==> config.mk <==
export PLATFORM = sky130hd
export DESIGN_NAME = if_id_hazard_stage_flat
export DESIGN_NICKNAME = d
export VERILOG_FILES = /design/src/rtl/mips_pkg.sv /design/src/rtl/if_id_hazard_stage_if.sv /design/src/rtl/if_id_hazard_stage_hazard_detect.sv /design/src/rtl/if_id_hazard_stage.sv /design/src/flat_wrapper.sv
export SDC_FILE = /design/constraint.sdc
export NUM_CORES = 1
export LEC_CHECK = 0
export CAP_MARGIN = 5
export CORE_UTILIZATION = 35
export CTS_BUF_LIST = sky130_fd_sc_hd__clkbuf_2 sky130_fd_sc_hd__clkbuf_4 sky130_fd_sc_hd__clkbuf_8
export DETAILED_ROUTE_END_ITERATION = 10
export PLACE_DENSITY = 0.69
export SKIP_CTS_REPAIR_TIMING = 1
export SLEW_MARGIN = 20
export SYNTH_ARGS = -nofsm -noshare
export SYNTH_HDL_FRONTEND = slang
export SYNTH_SLANG_ARGS = --single-unit
==> constraint.sdc <==
create_clock -name clk -period 6.7 [get_ports clk]
set_input_delay 1.005 -clock clk [delete_from_list [all_inputs] [get_ports clk]]
set_output_delay 1.005 -clock clk [all_outputs]
set_load 0.02 [all_outputs]
==> src/rtl/mips_pkg.sv <==
// Shared MIPS decode constants and the ID-register update selector
// used by the IF/ID stage and its hazard decode.
package mips_pkg;

  localparam logic [5:0] OP_RTYPE = 6'b000000;
  localparam logic [5:0] OP_J     = 6'b000010;
  localparam logic [5:0] OP_JAL   = 6'b000011;
  localparam logic [5:0] OP_LUI   = 6'b001111;
  localparam logic [5:0] OP_SW    = 6'b101011;
  localparam logic [5:0] OP_BEQ   = 6'b000100;
  localparam logic [5:0] OP_LW    = 6'b100011;

  localparam logic [31:0] NOP_INSTR = 32'h0000_0000;

  // What the IF/ID register does on the next edge, highest priority first
  typedef enum logic [1:0] {
    UPD_FLUSH,
    UPD_HOLD,
    UPD_SQUASH,
    UPD_LOAD
  } id_update_e;

  function automatic logic is_jump_op(input logic [5:0] op);
    return (op == OP_J) || (op == OP_JAL);
  endfunction

endpackage

==> src/rtl/if_id_hazard_stage_if.sv <==
// Fetch/EX-facing signal bundle of the IF/ID hazard stage; the stage
// itself is the slave, the fetch unit and EX stage form the master side.
interface if_id_hazard_stage_if;
  import mips_pkg::*;

  logic [31:0] instr_IF;
  logic [31:0] PC_4_IF;
  logic        branch_taken_EX;
  logic        memread_EX;
  logic [4:0]  rt_EX;

  logic [31:0] instr_ID;
  logic [31:0] PC_4_ID;
  logic        valid_ID;
  logic        jSig_ID;
  logic        PCWrite;
  logic [31:0] PC_last;
  logic        bubble_EX;

  modport master (
    output instr_IF, PC_4_IF, branch_taken_EX, memread_EX, rt_EX,
    input  instr_ID, PC_4_ID, valid_ID, jSig_ID, PCWrite, PC_last, bubble_EX
  );

  modport slave (
    input  instr_IF, PC_4_IF, branch_taken_EX, memread_EX, rt_EX,
    output instr_ID, PC_4_ID, valid_ID, jSig_ID, PCWrite, PC_last, bubble_EX
  );

endinterface

==> src/rtl/if_id_hazard_stage_hazard_detect.sv <==
// Purely combinational ID decode: which source registers the ID
// instruction reads, whether it is a jump, and load-use detection.
module hazard_detect
  import mips_pkg::*;
(
  input  logic [5:0] op,
  input  logic [4:0] rs,
  input  logic [4:0] rt,
  input  logic       valid,
  input  logic       memread_EX,
  input  logic [4:0] rt_EX,
  output logic       load_use,
  output logic       is_jump
);

  logic uses_rs;
  logic uses_rt;

  always_comb begin
    uses_rs = 1'b1;
    uses_rt = 1'b0;
    case (op)
      OP_J, OP_JAL, OP_LUI:     uses_rs = 1'b0;
      OP_RTYPE, OP_SW, OP_BEQ:  uses_rt = 1'b1;
      default: ;
    endcase
  end

  // $0 is never a real dependency, and bubbles must not alias an opcode
  assign is_jump  = valid & is_jump_op(op);
  assign load_use = valid & memread_EX & (rt_EX != 5'd0) &
                    ((uses_rs & (rs == rt_EX)) | (uses_rt & (rt == rt_EX)));

endmodule

==> src/rtl/if_id_hazard_stage.sv <==
// IF/ID pipeline register with ID-stage jump squash, branch flush and
// load-use stall, plus saturating stall/flush debug counters.
module if_id_hazard_stage
  import mips_pkg::*;
#(
  parameter logic [31:0] RESET_PC = 32'h0000_3000,
  parameter int          CNT_W    = 16
) (
  input  logic             clk,
  input  logic             reset,
  if_id_hazard_stage_if.slave bus,
  output logic [CNT_W-1:0] stall_cnt,
  output logic [CNT_W-1:0] flush_cnt
);

  logic [31:0] instr_q;
  logic [31:0] pc4_q;
  logic        valid_q;

  logic        load_use;
  logic        is_jump;
  logic        stall;
  logic        jump_sig;
  id_update_e  upd;
  logic        flush_inc;

  hazard_detect u_hazard_detect (
    .op         (instr_q[31:26]),
    .rs         (instr_q[25:21]),
    .rt         (instr_q[20:16]),
    .valid      (valid_q),
    .memread_EX (bus.memread_EX),
    .rt_EX      (bus.rt_EX),
    .load_use   (load_use),
    .is_jump    (is_jump)
  );

  // A taken branch overrides both the stall and the jump redirect
  assign stall    = load_use & ~bus.branch_taken_EX;
  assign jump_sig = is_jump & ~bus.branch_taken_EX;

  always_comb begin
    upd = UPD_LOAD;
    if (bus.branch_taken_EX) upd = UPD_FLUSH;
    else if (stall)          upd = UPD_HOLD;
    else if (jump_sig)       upd = UPD_SQUASH;
  end

  // Only a real squashed instruction counts as a flush, not a bubble
  assign flush_inc = ((upd == UPD_FLUSH) & valid_q) | (upd == UPD_SQUASH);

  // Flush and squash both park the slot's PC+4 so PC_last names it
  always_ff @(posedge clk or posedge reset) begin
    if (reset) begin
      instr_q <= NOP_INSTR;
      pc4_q   <= RESET_PC;
      valid_q <= 1'b0;
    end else begin
      case (upd)
        UPD_FLUSH, UPD_SQUASH: begin
          instr_q <= NOP_INSTR;
          pc4_q   <= bus.PC_4_IF;
          valid_q <= 1'b0;
        end
        UPD_HOLD: ;
        default: begin
          instr_q <= bus.instr_IF;
          pc4_q   <= bus.PC_4_IF;
          valid_q <= 1'b1;
        end
      endcase
    end
  end

  always_ff @(posedge clk or posedge reset) begin
    if (reset) begin
      stall_cnt <= '0;
      flush_cnt <= '0;
    end else begin
      if ((upd == UPD_HOLD) && (stall_cnt != '1)) stall_cnt <= stall_cnt + 1'b1;
      if (flush_inc && (flush_cnt != '1))         flush_cnt <= flush_cnt + 1'b1;
    end
  end

  assign bus.instr_ID  = instr_q;
  assign bus.PC_4_ID   = pc4_q;
  assign bus.valid_ID  = valid_q;
  assign bus.jSig_ID   = jump_sig;
  assign bus.PCWrite   = ~stall;
  assign bus.PC_last   = pc4_q - 32'd4;
  assign bus.bubble_EX = stall | bus.branch_taken_EX;

endmodule

==> src/flat_wrapper.sv <==
// flat-port wrapper written by rule: the top's interface ports become plain ports
module if_id_hazard_stage_flat import mips_pkg::*;
#(
  parameter logic [31:0] RESET_PC = 32'h0000_3000,
  parameter int          CNT_W    = 16
)
  (clk, reset, stall_cnt, flush_cnt, bus_instr_IF, bus_PC_4_IF, bus_branch_taken_EX, bus_memread_EX, bus_rt_EX, bus_instr_ID, bus_PC_4_ID, bus_valid_ID, bus_jSig_ID, bus_PCWrite, bus_PC_last, bus_bubble_EX);
  if_id_hazard_stage_if bus_i ();
  input  logic clk;
  input  logic reset;
  output logic [CNT_W-1:0] stall_cnt;
  output logic [CNT_W-1:0] flush_cnt;
  input wire logic [$bits(bus_i.instr_IF)-1:0] bus_instr_IF;
  input wire logic [$bits(bus_i.PC_4_IF)-1:0] bus_PC_4_IF;
  input wire logic [$bits(bus_i.branch_taken_EX)-1:0] bus_branch_taken_EX;
  input wire logic [$bits(bus_i.memread_EX)-1:0] bus_memread_EX;
  input wire logic [$bits(bus_i.rt_EX)-1:0] bus_rt_EX;
  output wire logic [$bits(bus_i.instr_ID)-1:0] bus_instr_ID;
  output wire logic [$bits(bus_i.PC_4_ID)-1:0] bus_PC_4_ID;
  output wire logic [$bits(bus_i.valid_ID)-1:0] bus_valid_ID;
  output wire logic [$bits(bus_i.jSig_ID)-1:0] bus_jSig_ID;
  output wire logic [$bits(bus_i.PCWrite)-1:0] bus_PCWrite;
  output wire logic [$bits(bus_i.PC_last)-1:0] bus_PC_last;
  output wire logic [$bits(bus_i.bubble_EX)-1:0] bus_bubble_EX;
  assign bus_i.instr_IF = bus_instr_IF;
  assign bus_i.PC_4_IF = bus_PC_4_IF;
  assign bus_i.branch_taken_EX = bus_branch_taken_EX;
  assign bus_i.memread_EX = bus_memread_EX;
  assign bus_i.rt_EX = bus_rt_EX;
  assign bus_instr_ID = bus_i.instr_ID;
  assign bus_PC_4_ID = bus_i.PC_4_ID;
  assign bus_valid_ID = bus_i.valid_ID;
  assign bus_jSig_ID = bus_i.jSig_ID;
  assign bus_PCWrite = bus_i.PCWrite;
  assign bus_PC_last = bus_i.PC_last;
  assign bus_bubble_EX = bus_i.bubble_EX;
  if_id_hazard_stage #(.RESET_PC(RESET_PC), .CNT_W(CNT_W)) u_core (.clk(clk), .reset(reset), .bus(bus_i), .stall_cnt(stall_cnt), .flush_cnt(flush_cnt));
endmodule
## Yosys cells after proc, flatten, opt, wreduce, memory -nomap -nowiden

Index checks and enable logic that the tools add are counted.

| storage, ports and cells | value |
|---|---|
| output and inout port bits | 132 |
| input bits | 73 |
| bits in registers | 97 |

| operators by class | value |
|---|---|
| bitwise operators | 14 |
| $add $sub $neg | 3 |
| multiplexer cells | 7 |
| eq/ne operators | 11 |
| reduce and logical (&&, ||, !) cells | 9 |

Operators with widths:

| cell | number |
|---|---|
| $pmux W32 S2 | 1 |
| $add A16 B1 Y16 const B | 2 |
| $ne A16 B16 Y1 const B | 2 |
| $sub A32 B3 Y32 const B | 1 |
| $eq A6 B2 Y1 const B | 2 |
| $eq A5 B5 Y1 | 2 |
| $and A1 B1 Y1 | 9 |
| $eq A6 B3 Y1 const B | 1 |
| $eq A6 B4 Y1 const B | 1 |
| $eq A6 B6 Y1 const B | 1 |
| $logic_not A6 Y1 | 1 |
| $reduce_or A3 Y1 | 2 |
| $reduce_bool A5 Y1 | 1 |
| $mux W2 | 2 |
| $mux W1 | 3 |
| $or A1 B1 Y1 | 3 |
| $eq A2 B1 Y1 const B | 1 |
| $eq A2 B2 Y1 const B | 1 |
| $logic_and A1 B1 Y1 | 2 |
| $logic_not A2 Y1 | 1 |
| $not A1 Y1 | 2 |
| $pmux W1 S2 | 1 |
| $reduce_or A2 Y1 | 1 |
| $logic_or A1 B1 Y1 | 1 |

## Depth between registers and ports, before layout

| logic depth | value |
|---|---|
| word-level depth | 13 |
| gate-level depth with buffers | 10 |
| gate-level depth less buffers | 8 |

## By module

From an unflattened synthesis, not the netlist that was laid out.

| second synthesis, totals | value |
|---|---|
| cells, all modules | 470 |
| area total of the unflattened synthesis | 4752.1 sq um |

By module, submodules not included:

| module | cells each | area each (sq um) | times used | sequential area each (sq um) |
|---|---|---|---|---|
| if_id_hazard_stage | 443 | 4561.9 | 1 | 2429.8 |
| hazard_detect | 27 | 190.2 | 1 | 0.0 |

## Least setup slack after synthesis

Ideal clock, no wire load.

| timing | value |
|---|---|
| path type | register to output |
| start point | reg u_core.pc4_q[14] (netlist: u_core.bus.PC_4_ID[14]) |
| end point | out bus_PC_last[26] |
| required time | 5695 ps |
| arrival time | 2403 ps |
| cell stages (with the launch flop) | 7 |
| slack | 3292 ps |
| buffers on the path | 0 |
| path through | dfrtp_1 or4_4 nand4bb_1 or3_4 or2_4 nor4_4 xor2_1 |

| between the ends | value |
|---|---|
| longest elaborated chain between the ends | 1 |

Ends and longest elaborated chain:

| element | RTL line | source |
|---|---|---|
| start, declared | if_id_hazard_stage.sv:17 | `logic [31:0] pc4_q;` |
| start signal, assigned | if_id_hazard_stage.sv:62 | `pc4_q <= bus.PC_4_IF;` |
| start signal, assigned | if_id_hazard_stage.sv:68 | `pc4_q <= bus.PC_4_IF;` |
| $sub A32 B3 Y32 | if_id_hazard_stage.sv:90 | `assign bus.PC_last = pc4_q - 32'd4;` |
| end, declared | flat_wrapper.sv:23 | `output wire logic [$bits(bus_i.PC_last)-1:0] bus_PC_last;` |

No other way between the ends.

## Worst setup path in the final report

| timing | value |
|---|---|
| start point | in bus_rt_EX[1] |
| end point | out bus_bubble_EX |

| between the ends | value |
|---|---|
| longest elaborated chain between the ends | 6 |

Ends and longest elaborated chain:

| element | RTL line | source |
|---|---|---|
| start, declared | flat_wrapper.sv:17 | `input wire logic [$bits(bus_i.rt_EX)-1:0] bus_rt_EX;` |
| $eq A5 B5 Y1 | if_id_hazard_stage_hazard_detect.sv:32 | `((uses_rs & (rs == rt_EX)) \| (uses_rt & (rt == rt_EX)));` |
| $and A1 B1 Y1 | if_id_hazard_stage_hazard_detect.sv:32 |  |
| $or A1 B1 Y1 | if_id_hazard_stage_hazard_detect.sv:32 |  |
| $and A1 B1 Y1 (*) | if_id_hazard_stage_hazard_detect.sv:31 | `assign load_use = valid & memread_EX & (rt_EX != 5'd0) &` |
| $and A1 B1 Y1 (*) | if_id_hazard_stage.sv:39 | `assign stall = load_use & ~bus.branch_taken_EX;` |
| $or A1 B1 Y1 (*) | if_id_hazard_stage.sv:91 | `assign bus.bubble_EX = stall \| bus.branch_taken_EX;` |
| end, declared | flat_wrapper.sv:24 | `output wire logic [$bits(bus_i.bubble_EX)-1:0] bus_bubble_EX;` |

Mark *: on every way between the ends. The rest lies on a longest branch, timed or not.

==> impl_metrics.yaml <==
status:
  status: "completed"
drt:
  drc_errors: 0
  postRouteAntennaNets: 0
  drtIter0Drc: 157
  via_per_inst: 4.96
  wl_per_cell_um: 16.7
  num_vias: 3816
  wl_um: 12900
  firstDrtPassIters: 4
floorplan:
  start_util_pct: 36.5
  die_y_um: 118
  ios: 205
  rows: 41
  dieArea_um2: 13900
  die_w_um: 118
  core_area_um2: 12800
pwr:
  vdd_drop_max_uv: 170
  leakage_nw: 2.95
  cellPowerDensity_nw_per_um2: 200
cts:
  cts_made_buffers: 9
  clk-insertion-delay-late_ps: 370
  cts_tree: "done"
  clock_sinks: 97
  ctsRootBufferMaster: "clkbuf_8"
  htreeDepth: 3
  clk_pin_slew_worst_paths_ps: 80
  cts_max_path_buffers: 2
synthesis:
  synthArstFlopShare_pct: 100
  synth-seq-cells: 97
  synthesis.nets: 467
  synth_cells: 391
  ys_dominant_reg_cell: "dfrtp_1"
  synth_area_um2: 4690
  syn_area_per_cell_um2: 12.0
  yosysSeqAreaShare_pct: 51.9
  ys.warnings.count: 0
  synth_edf_count: 0
  ys_types: 50
global_route:
  groute.usage.overall_pct: 19.3
  antenna_found_initial: 0
  grt_overflow_total: 0
  grt_pass1_vias: 3922
  gr-max-usage-layer: "met2"
  grt_pass1_wl_um: 21000
  met2_usage_pct: 32.2
  grt_max_degree: 69
  grt_use_met1_pct: 24.1
  grt.met3_usage_pct: 3.78
job:
  cap_violations: 0
placement:
  hpwl_um: 9720
  port_buffers: 204
  gp_congestion: 0.865
  place_area_um2: 6890
cells_and_area:
  final_cell_mix: "clkdlybuf4s50_1 (204), dfrtp_1 (95)"
  fin_util_pct: 55.4
  nets: 668
  drive_gt1_share_pct: 12.2
  area_growth_pct: 51.6
  antenna_cells: 0
  layout.cells.most_common: "clkdlybuf4s50_1"
  final_cell_area_um2: 7100
worst_hold_path:
  hp-class: "reg2reg"
timing:
  max_slew_margin_pct: 42.2
  worst_pin_slew_ps: 857
  fmax_mhz: 214
  finalSetupTns_ps: 0
  finalCritPeriodShare_pct: 69.7
  worst_clock_skew_ps: 9.16
  hold_viol: 0
  rsz0062_at_grt: "no"
  timing.final.crit_period_ps: 4670
  setup_viol: 0
  drv_slew: 0
setup_path:
  path_cells: "clkdlybuf4s50_1 -> or4_1 -> o211ai_1 -> or4_1 -> and2_1 -> nand2b_1 -> clkdlybuf4s50_1"
  critPathKind: "in2out"
  worstPathMaxFanout: 12
  arrival_ps: 3670
  critPathSlowestCell: "clkdlybuf4s50_1"
  end_kind: "output pin"
  cp.required_ps: 5690
  start_kind: "input port"
  slowest_delay_ps: 550
## area by class of cell
class / count / area, um2
Tap cell: 172 / 215
Timing Repair Buffer: 206 / 2060
Clock inverter: 6 / 82.6
Multi-Input combinational cell: 270 / 2150
Sequential cell: 97 / 2430
Fill cell: 1097 / 5720
Inverter: 8 / 32.5
Clock buffer: 10 / 131
## critical path, delay by kind of cell
kind | cells | cell delay (ps)
AND/OR/NAND/NOR | 4 | 1410
AO/OA/AOI/OAI | 1 | 220
buffers and inverters | 2 | 1020
## flip-flops by register name, indices dropped and copies added, names as in the netlist
| signal | flops |
|---|---|
| u_core.bus.PC_4_ID | 32 |
| u_core.bus.instr_ID | 32 |
| u_core.bus.valid_ID | 1 |
| u_core.flush_cnt | 16 |
| u_core.stall_cnt | 16 |
## metrics by stage
stage	power [mW]	cells	hold WS (ps)	worst slack, ps
2_1_floorplan	0.831	391	590	3160
3_3_place_gp	1.01	753	479	2090
3_5_place_dp	1.01	753	485	2040
4_1_cts	1.43	769	501	2040
5_1_grt	1.49	769	531	1840
6_report	1.42	769	498	2030
## worst paths after layout
path                                    startpoint                      end  slack, ps  cells after the start
max                                   bus_rt_EX[1]            bus_bubble_EX       2030                      7
max in group asynchronous                    reset      u_core.stall_cnt[7]       4530                      3
min reg2reg                    u_core.stall_cnt[7]      u_core.stall_cnt[7]        500                      1
min                            u_core.stall_cnt[7]      u_core.stall_cnt[7]        500                      1
max reg2reg                u_core.bus.instr_ID[31]   u_core.bus.PC_4_ID[26]       3950                      6
min in group asynchronous                    reset  u_core.bus.instr_ID[11]        970                      2
## kinds of logic after synthesis
group           Yosys count  synth area share [%]
simple gates            124                  16.7
xor+xnor                 62                  11.6
fa+ha+maj                 3                 0.801
compound gates           44                  7.80
mux                      37                  8.89
buf+inv                  24                  2.38
flops                    97                  51.9
## synth_stat cells (2+ instances only)
| cell | instances | share of area [%] |
|---|---|---|
| nor4b_1 | 2 | 0.37 |
| nor2_1 | 15 | 1.2 |
| nand2_1 | 22 | 1.8 |
| xor2_1 | 31 | 5.8 |
| and4_1 | 6 | 1.1 |
| nand2b_1 | 5 | 0.67 |
| dfrtp_1 | 95 | 51 |
| mux2_2 | 31 | 7.4 |
| buf_2 | 5 | 0.53 |
| nor3_1 | 13 | 1.4 |
| inv_1 | 8 | 0.64 |
| nor4_2 | 3 | 0.80 |
| nand3_1 | 11 | 1.2 |
| a22o_1 | 31 | 5.8 |
| nor3_2 | 4 | 0.85 |
| dfstp_2 | 2 | 1.1 |
| clkbuf_1 | 8 | 0.64 |
| mux2_1 | 6 | 1.4 |
| nand3b_1 | 2 | 0.32 |
| nor4_1 | 5 | 0.67 |
| nand4_1 | 8 | 1.1 |
| ha_1 | 3 | 0.80 |
| a31oi_1 | 2 | 0.27 |
| xnor2_1 | 31 | 5.8 |
| or3_4 | 2 | 0.48 |
| a21oi_1 | 3 | 0.32 |
| o21ai_0 | 2 | 0.21 |
| and2_1 | 3 | 0.40 |
| and3_1 | 7 | 0.93 |
| buf_4 | 2 | 0.32 |
| or4_1 | 4 | 0.64 |
## routing by layer
metal  part of all wire, %  wire length (um)  vias to the layer above
met4                   2.3               300                        0
met3                   4.4               571                       18
met5                     0                 0                        -
li1                      -                 -                     1810
met2                    49              6350                      123
met1                    44              5640                     1865
## where the power goes
group	internal, mW	switching [mW]
clock network	0.213	0.204
registers	0.627	0.0554
logic	0.173	0.146
No activity file was read; power rests on OpenSTA's default activity.
